$ cat src/rtl/latch_ctrl_pkg.sv
// Shared types and elaboration helpers for the latch bank write controller.
package latch_ctrl_pkg;

    typedef enum logic [1:0] {
        ST_IDLE,
        ST_SETUP,
        ST_OPEN,
        ST_HOLD
    } state_e;

    // Ceiling log2; clog2(1) = 0.
    function automatic int unsigned clog2(input int unsigned v);
        int unsigned r;
        r = 0;
        for (int unsigned i = 0; i < 32; i++) begin
            if ((64'd1 << i) < 64'(v)) r = i + 1;
        end
        return r;
    endfunction

    function automatic int unsigned max3(input int unsigned a, input int unsigned b,
                                         input int unsigned c);
        int unsigned m;
        m = (a > b) ? a : b;
        return (m > c) ? m : c;
    endfunction

    function automatic bit cyc_params_ok(input int unsigned setup_cyc,
                                         input int unsigned open_cyc,
                                         input int unsigned hold_cyc);
        return (setup_cyc >= 1) && (open_cyc >= 1) && (hold_cyc >= 1);
    endfunction

endpackage

$ cat src/rtl/latch_bank_ctrl_if.sv
// Requester handshake and latch-bank pin bundle for latch_bank_ctrl.
interface latch_bank_ctrl_if #(
    parameter int unsigned NREQ = 4,
    parameter int unsigned NLAT = 4,
    parameter int unsigned AW   = 2,
    parameter int unsigned DW   = 8
);
    logic [NREQ-1:0]    REQ;
    logic [NREQ*AW-1:0] ADDR;
    logic [NREQ*DW-1:0] WDATA;
    logic [NREQ-1:0]    GNT;
    logic [NREQ-1:0]    ACK;
    logic               ERR;
    logic [DW-1:0]      LAT_D;
    logic [NLAT-1:0]    LAT_EN;
    logic               BUSY;

    modport master (output REQ, ADDR, WDATA,
                    input  GNT, ACK, ERR, BUSY);

    modport slave  (input  REQ, ADDR, WDATA,
                    output GNT, ACK, ERR, LAT_D, LAT_EN, BUSY);
endinterface

$ cat src/rtl/rr_arbiter.sv
// Round-robin pick: search upward from ptr+1 with wrap; only active while advance is high.
module rr_arbiter
    import latch_ctrl_pkg::*;
#(
    parameter  int unsigned NREQ = 4,
    localparam int unsigned IW   = (clog2(NREQ) > 0) ? clog2(NREQ) : 1
) (
    input  logic [NREQ-1:0] req,
    input  logic [IW-1:0]   ptr,
    input  logic            advance,
    output logic [NREQ-1:0] grant_c,
    output logic [IW-1:0]   idx_c
);

    int unsigned cand;
    logic        found;

    always_comb begin
        grant_c = '0;
        idx_c   = '0;
        cand    = 0;
        found   = 1'b0;
        if (advance) begin
            for (int unsigned off = 1; off <= NREQ; off++) begin
                cand = 32'(ptr) + off;
                if (cand >= NREQ) cand = cand - NREQ;
                if (!found && req[cand]) begin
                    grant_c[cand] = 1'b1;
                    idx_c         = IW'(cand);
                    found         = 1'b1;
                end
            end
        end
    end

endmodule

$ cat src/rtl/latch_bank_ctrl.sv
// Write sequencer for a shared bank of transparent latches: arbitrates requesters and
// drives data/enable with programmable setup, open and hold windows.
module latch_bank_ctrl
    import latch_ctrl_pkg::*;
#(
    parameter int unsigned NREQ      = 4,
    parameter int unsigned NLAT      = 4,
    parameter int unsigned AW        = 2,
    parameter int unsigned DW        = 8,
    parameter int unsigned SETUP_CYC = 1,
    parameter int unsigned OPEN_CYC  = 1,
    parameter int unsigned HOLD_CYC  = 1
) (
    input logic              CK,
    input logic              RSTB,
    latch_bank_ctrl_if.slave bus
);

    localparam int unsigned IW = (clog2(NREQ) > 0) ? clog2(NREQ) : 1;
    localparam int unsigned CW = clog2(max3(SETUP_CYC, OPEN_CYC, HOLD_CYC)) + 1;

    if (!cyc_params_ok(SETUP_CYC, OPEN_CYC, HOLD_CYC)) begin : g_bad_cyc
        $error("latch_bank_ctrl: SETUP_CYC, OPEN_CYC and HOLD_CYC must all be >= 1");
    end

    state_e            state_q, state_nx;
    logic [CW-1:0]     cnt_q, cnt_nx;
    logic [IW-1:0]     ptr_q, ptr_nx;
    logic [IW-1:0]     idx_q, idx_nx;
    logic [AW-1:0]     addr_q, addr_nx;
    logic [NREQ-1:0]   gnt_q, gnt_nx;
    logic [NREQ-1:0]   ack_q, ack_nx;
    logic              err_q, err_nx;
    logic [DW-1:0]     lat_d_q, lat_d_nx;
    logic [NLAT-1:0]   lat_en_q, lat_en_nx;
    logic              busy_q, busy_nx;

    logic [NREQ-1:0]   arb_grant_c;
    logic [IW-1:0]     arb_idx_c;
    logic              arb_en_c;
    logic [NLAT-1:0]   addr_dec_c;
    logic              addr_oor_c;

    assign arb_en_c = (state_q == ST_IDLE);

    rr_arbiter #(.NREQ(NREQ)) u_arb (
        .req     (bus.REQ),
        .ptr     (ptr_q),
        .advance (arb_en_c),
        .grant_c (arb_grant_c),
        .idx_c   (arb_idx_c)
    );

    // Out-of-range addresses decode to no enable at all.
    always_comb begin
        addr_dec_c = '0;
        for (int unsigned w = 0; w < NLAT; w++) begin
            addr_dec_c[w] = (32'(addr_q) == w);
        end
    end
    assign addr_oor_c = (32'(addr_q) >= NLAT);

    always_comb begin
        state_nx  = state_q;
        cnt_nx    = cnt_q;
        ptr_nx    = ptr_q;
        idx_nx    = idx_q;
        addr_nx   = addr_q;
        gnt_nx    = gnt_q;
        ack_nx    = '0;
        err_nx    = 1'b0;
        lat_d_nx  = lat_d_q;
        lat_en_nx = '0;
        busy_nx   = busy_q;
        unique case (state_q)
            ST_IDLE: begin
                if (|arb_grant_c) begin
                    state_nx = ST_SETUP;
                    cnt_nx   = '0;
                    idx_nx   = arb_idx_c;
                    addr_nx  = bus.ADDR[32'(arb_idx_c)*AW +: AW];
                    lat_d_nx = bus.WDATA[32'(arb_idx_c)*DW +: DW];
                    gnt_nx   = arb_grant_c;
                    busy_nx  = 1'b1;
                end
            end
            ST_SETUP: begin
                if (cnt_q == CW'(SETUP_CYC - 1)) begin
                    state_nx  = ST_OPEN;
                    cnt_nx    = '0;
                    lat_en_nx = addr_dec_c;
                end else begin
                    cnt_nx = cnt_q + CW'(1);
                end
            end
            ST_OPEN: begin
                if (cnt_q == CW'(OPEN_CYC - 1)) begin
                    state_nx = ST_HOLD;
                    cnt_nx   = '0;
                end else begin
                    cnt_nx    = cnt_q + CW'(1);
                    lat_en_nx = addr_dec_c;
                end
            end
            ST_HOLD: begin
                if (cnt_q == CW'(HOLD_CYC - 1)) begin
                    state_nx = ST_IDLE;
                    cnt_nx   = '0;
                    gnt_nx   = '0;
                    busy_nx  = 1'b0;
                    ack_nx   = gnt_q;
                    err_nx   = addr_oor_c;
                    ptr_nx   = idx_q;
                end else begin
                    cnt_nx = cnt_q + CW'(1);
                end
            end
            default: state_nx = ST_IDLE;
        endcase
    end

    // Reset starts the pointer at the last requester so requester 0 wins first.
    always_ff @(posedge CK or negedge RSTB) begin
        if (!RSTB) begin
            state_q  <= ST_IDLE;
            cnt_q    <= '0;
            ptr_q    <= IW'(NREQ - 1);
            idx_q    <= '0;
            addr_q   <= '0;
            gnt_q    <= '0;
            ack_q    <= '0;
            err_q    <= 1'b0;
            lat_d_q  <= '0;
            lat_en_q <= '0;
            busy_q   <= 1'b0;
        end else begin
            state_q  <= state_nx;
            cnt_q    <= cnt_nx;
            ptr_q    <= ptr_nx;
            idx_q    <= idx_nx;
            addr_q   <= addr_nx;
            gnt_q    <= gnt_nx;
            ack_q    <= ack_nx;
            err_q    <= err_nx;
            lat_d_q  <= lat_d_nx;
            lat_en_q <= lat_en_nx;
            busy_q   <= busy_nx;
        end
    end

    assign bus.GNT    = gnt_q;
    assign bus.ACK    = ack_q;
    assign bus.ERR    = err_q;
    assign bus.LAT_D  = lat_d_q;
    assign bus.LAT_EN = lat_en_q;
    assign bus.BUSY   = busy_q;

endmodule

$ cat src/flat_wrapper.sv
// flat-port wrapper written by rule: the top's interface ports become plain ports
module latch_bank_ctrl_flat import latch_ctrl_pkg::*;
#(
    parameter int unsigned NREQ      = 4,
    parameter int unsigned NLAT      = 4,
    parameter int unsigned AW        = 2,
    parameter int unsigned DW        = 8,
    parameter int unsigned SETUP_CYC = 1,
    parameter int unsigned OPEN_CYC  = 1,
    parameter int unsigned HOLD_CYC  = 1
)
  (CK, RSTB, bus_REQ, bus_ADDR, bus_WDATA, bus_GNT, bus_ACK, bus_ERR, bus_LAT_D, bus_LAT_EN, bus_BUSY);
  latch_bank_ctrl_if #(.NREQ(NREQ), .NLAT(NLAT), .AW(AW), .DW(DW)) bus_i ();
  input logic CK;
  input logic RSTB;
  input wire logic [$bits(bus_i.REQ)-1:0] bus_REQ;
  input wire logic [$bits(bus_i.ADDR)-1:0] bus_ADDR;
  input wire logic [$bits(bus_i.WDATA)-1:0] bus_WDATA;
  output wire logic [$bits(bus_i.GNT)-1:0] bus_GNT;
  output wire logic [$bits(bus_i.ACK)-1:0] bus_ACK;
  output wire logic [$bits(bus_i.ERR)-1:0] bus_ERR;
  output wire logic [$bits(bus_i.LAT_D)-1:0] bus_LAT_D;
  output wire logic [$bits(bus_i.LAT_EN)-1:0] bus_LAT_EN;
  output wire logic [$bits(bus_i.BUSY)-1:0] bus_BUSY;
  assign bus_i.REQ = bus_REQ;
  assign bus_i.ADDR = bus_ADDR;
  assign bus_i.WDATA = bus_WDATA;
  assign bus_GNT = bus_i.GNT;
  assign bus_ACK = bus_i.ACK;
  assign bus_ERR = bus_i.ERR;
  assign bus_LAT_D = bus_i.LAT_D;
  assign bus_LAT_EN = bus_i.LAT_EN;
  assign bus_BUSY = bus_i.BUSY;
  latch_bank_ctrl #(.NREQ(NREQ), .NLAT(NLAT), .AW(AW), .DW(DW), .SETUP_CYC(SETUP_CYC), .OPEN_CYC(OPEN_CYC), .HOLD_CYC(HOLD_CYC)) u_core (.CK(CK), .RSTB(RSTB), .bus(bus_i));
endmodule
$ cat config.mk
export PLATFORM = sky130hd
export DESIGN_NAME = latch_bank_ctrl_flat
export DESIGN_NICKNAME = d
export VERILOG_FILES = /design/src/rtl/latch_ctrl_pkg.sv /design/src/rtl/latch_bank_ctrl_if.sv /design/src/rtl/rr_arbiter.sv /design/src/rtl/latch_bank_ctrl.sv /design/src/flat_wrapper.sv
export SDC_FILE = /design/constraint.sdc
export NUM_CORES = 1
export LEC_CHECK = 0
export BUFFER_PORTS_ARGS = -buffer_cell sky130_fd_sc_hd__clkbuf_2
export CAP_MARGIN = 15
export CORE_ASPECT_RATIO = 0.5
export CORE_MARGIN = 2
export CORE_UTILIZATION = 46
export CTS_CLUSTER_SIZE = 16
export DETAILED_ROUTE_END_ITERATION = 10
export PLACE_DENSITY = 0.76
export SLEW_MARGIN = 20
export SYNTH_ARGS = -nofsm -noshare
export SYNTH_HDL_FRONTEND = slang
export SYNTH_SLANG_ARGS = --single-unit
export TNS_END_PERCENT = 30
$ cat constraint.sdc
create_clock -name CK -period 3.5 [get_ports CK]
set_clock_uncertainty 0.1 [all_clocks]
set_input_delay 0.875 -clock CK [delete_from_list [all_inputs] [get_ports CK]]
set_output_delay 0.875 -clock CK [all_outputs]
set_load 0.05 [all_outputs]
==> results.cfg <==
[die]
start_util = 0.4786
dieArea_um2 = 5148
die_y_um = 51.75
die-width_um = 99.49
ioPinCount = 68
rows = 17
coreArea_um2 = 4382

[logic_synthesis]
yosys.area_share.xor_xnor = 0
yosysMostFrequentCell = mux2i_1
synthArstFlopShare = 1.000
synth_simple_gate_area_frac = 0.1163
synth_edf_count = 0
yosys_warnings = 0
synthFlopType = dfrtp_1
synth-compound-area-share = 0.1223
synth_seq_area_share = 0.3473
synth-seq-cells = 29
yosysTopAreaCell = dfrtp_1
synth_mux_area_frac = 0.2733
syn_nets = 255
synth_common_cells = 34 x mux2i_1, 27 x dfrtp_1, 14 x inv_1
synthCells = 196
synth.distinct_cells = 52
netlist_area_um2 = 2097
avgSynthCellArea_um2 = 10.70
synth_top_area_share = 0.3222
synth_fa_ha_area_frac = 0.07757
synth_top_family_by_area = multiplexers
yosys-top-cells-area = dfrtp_1 32%, mux2i_1 16%, ha_1 7.8%

[power]
peakVddDrop_uv = 440.9
total_power_mw = 2.781
powerDensity_nw_per_um2 = 1058
p_leak_nw = 1.390

[critical_path]
worstPathRequired_ns = 3.56
cp_max_fo = 12
crit_arrival_ns = 3.34
cpMaxStageDelayCell = mux4_1
cpPeakStageDelay_ns = 0.71
cp_cell_sequence = inv_1, ha_1, mux4_1, nand2_1, nand3_1, a211oi_1, o2111ai_2, and2_4, mux2_4
cp-end-kind = register
critPathLaunchType = register
path_class = reg -> reg

[global_routing]
grt_pass1_wl_um = 8086
gr-total-overflow = 0
grt_max_degree = 30
grt_pass1_vias = 1749
antenna_found_initial = 0
grt_use_total = 0.2007

[sta]
setup-tns-final_ns = 0
worst_slack_ns = 0.2128
setup_viol_count_final = 0
hold-worst-slack_ns = 0.3927
final_hold_viol_count = 0
min_period_ns = 3.287
max_freq_mhz = 304.2
worstMarginPinSlew_ns = 0.6923
rsz0062_at_grt = false
relSlewSlack = 0.5385
slew_viol_final = 0
finalCritPeriodShare = 0.9392

[detailed_routing]
drt-total-wl_um = 4749
via_per_inst = 5.355
ant_nets = 0
vias = 1751
drcViolationCount = 0
wl_per_cell_um = 14.52
drt-initial-drc-count = 95
drt_pass1_iterations = 4

[final_layout]
n_fill_cell = 378
layoutNonFillerInstCount = 327
num-nets-final = 329
drive_gt1_frac = 0.3926
syn2layout_area_growth_pct = 25.36
n_antenna_cell = 0
fin_area_um2 = 2629
fin_util = 0.5999

[cts]
htreeDepth = 2
clock-sinks = 29
cts_tree = built
clock_path_buffers = 2
numCtsBuffers = 5
clockRootBuffer = clkbuf_8
clkSlewWorstSetupHoldPaths_ns = 0.06
postCtsHoldBufs = 0
cts_resized = 0
clock_latency_ns = 0.27
post_cts_buffers = 0

[run_status]
status = finished, final reports clean

[job]
drv_cap = 0

[placement]
pre_cts_ws_ns = 0.1861
dp_hpwl_um = 3646
place_area_um2 = 2542
portBuffers = 66
dp.cells = 320
gp_congestion = 0.8645

[hold_path]
hp-class = reg -> reg
==> placed cells by master (no fill, tap or decap), types with 2 or more instances in the layout <==
| cell | netlist | routed |
|---|---|---|
| clkbuf_2 | 0 | 66 |
| a22oi_1 | 2 | 2 |
| a21o_1 | 2 | 2 |
| nor2_1 | 10 | 10 |
| mux2_4 | 10 | 10 |
| o22ai_1 | 4 | 4 |
| or2b_1 | 2 | 2 |
| o221ai_1 | 2 | 2 |
| mux2_2 | 3 | 3 |
| ha_1 | 13 | 13 |
| dfrtp_1 | 27 | 27 |
| dfstp_2 | 2 | 2 |
| buf_4 | 1 | 11 |
| nor3_1 | 5 | 5 |
| inv_1 | 14 | 14 |
| o21ai_0 | 9 | 9 |
| nand2_1 | 7 | 7 |
| mux2i_1 | 34 | 34 |
| a211oi_1 | 2 | 2 |
| nand3_1 | 2 | 2 |
| a21oi_1 | 3 | 3 |
| nor3b_1 | 5 | 5 |
| clkbuf_8 | 0 | 6 |
==> worst paths after layout <==
kind | from | endpoint | slack [ns] | cells past startpoint
hold / removal | u_core.idx_q[0] | u_core.ptr_q[0] | 0.39 | 2
setup reg to reg | u_core.ptr_q[0] | u_core.bus.LAT_D[2] | 0.21 | 9
hold reg to reg | u_core.idx_q[0] | u_core.ptr_q[0] | 0.39 | 2
min in group asynchronous | RSTB | u_core.bus.ACK[2] | 0.54 | 1
max in group asynchronous | RSTB | u_core.addr_q[0] | 2.32 | 1
setup / recovery | u_core.ptr_q[0] | u_core.bus.LAT_D[2] | 0.21 | 9
==> final cells by class <==
class	instances	area [um2]	area share
well taps	57	71.32	0.02713
clock buffers	7	86.33	0.03284
flip-flops and latches	29	728.2	0.2770
multi-input cells	142	1257	0.4783
inverters	14	52.55	0.01999
repair buffers	78	432.9	0.1647
==> sequential cells by signal, summed over array words and instances (netlist names) <==
name               flops
u_core.state_q         2
u_core.bus.ACK         4
u_core.bus.LAT_EN      4
u_core.bus.BUSY        1
u_core.ptr_q           2
u_core.idx_q           2
u_core.bus.LAT_D       8
u_core.addr_q          2
u_core.bus.GNT         4
==> worst max-delay path: cells and delay by family (launching register included) <==
| kind | cells | cell delay [ns] |
|---|---|---|
| AO/OA/AOI/OAI | 2 | 0.58 |
| adder cells (fa/ha/maj) | 1 | 0.34 |
| buffers and inverters | 1 | 0.10 |
| flip-flops | 1 | 0.52 |
| multiplexers | 2 | 1.02 |
| AND/OR/NAND/NOR | 3 | 0.51 |
==> routing by layer <==
layer / routed length, um / GRT usage / vias up
li1: - / - / 863
met1: 2184 / 0.2574 / 830
met2: 2261 / 0.3300 / 46
met3: 210 / 0.04435 / 12
met4: 91 / 0.09361 / 0
met5: 0 / 0 / -
==> cells by family after synthesis <==
group           Yosys count
buf+inv                  25
other cells               1
mux                      49
fa+ha+maj                13
flops                    29
compound gates           36
simple gates             43
==> power breakdown <==
part / internal (mW) / switching [mW]
Combinational: 0.830 / 1.11
Clock: 0.155 / 0.113
Sequential: 0.487 / 0.0823
Power figures use the tool's default switching activity.
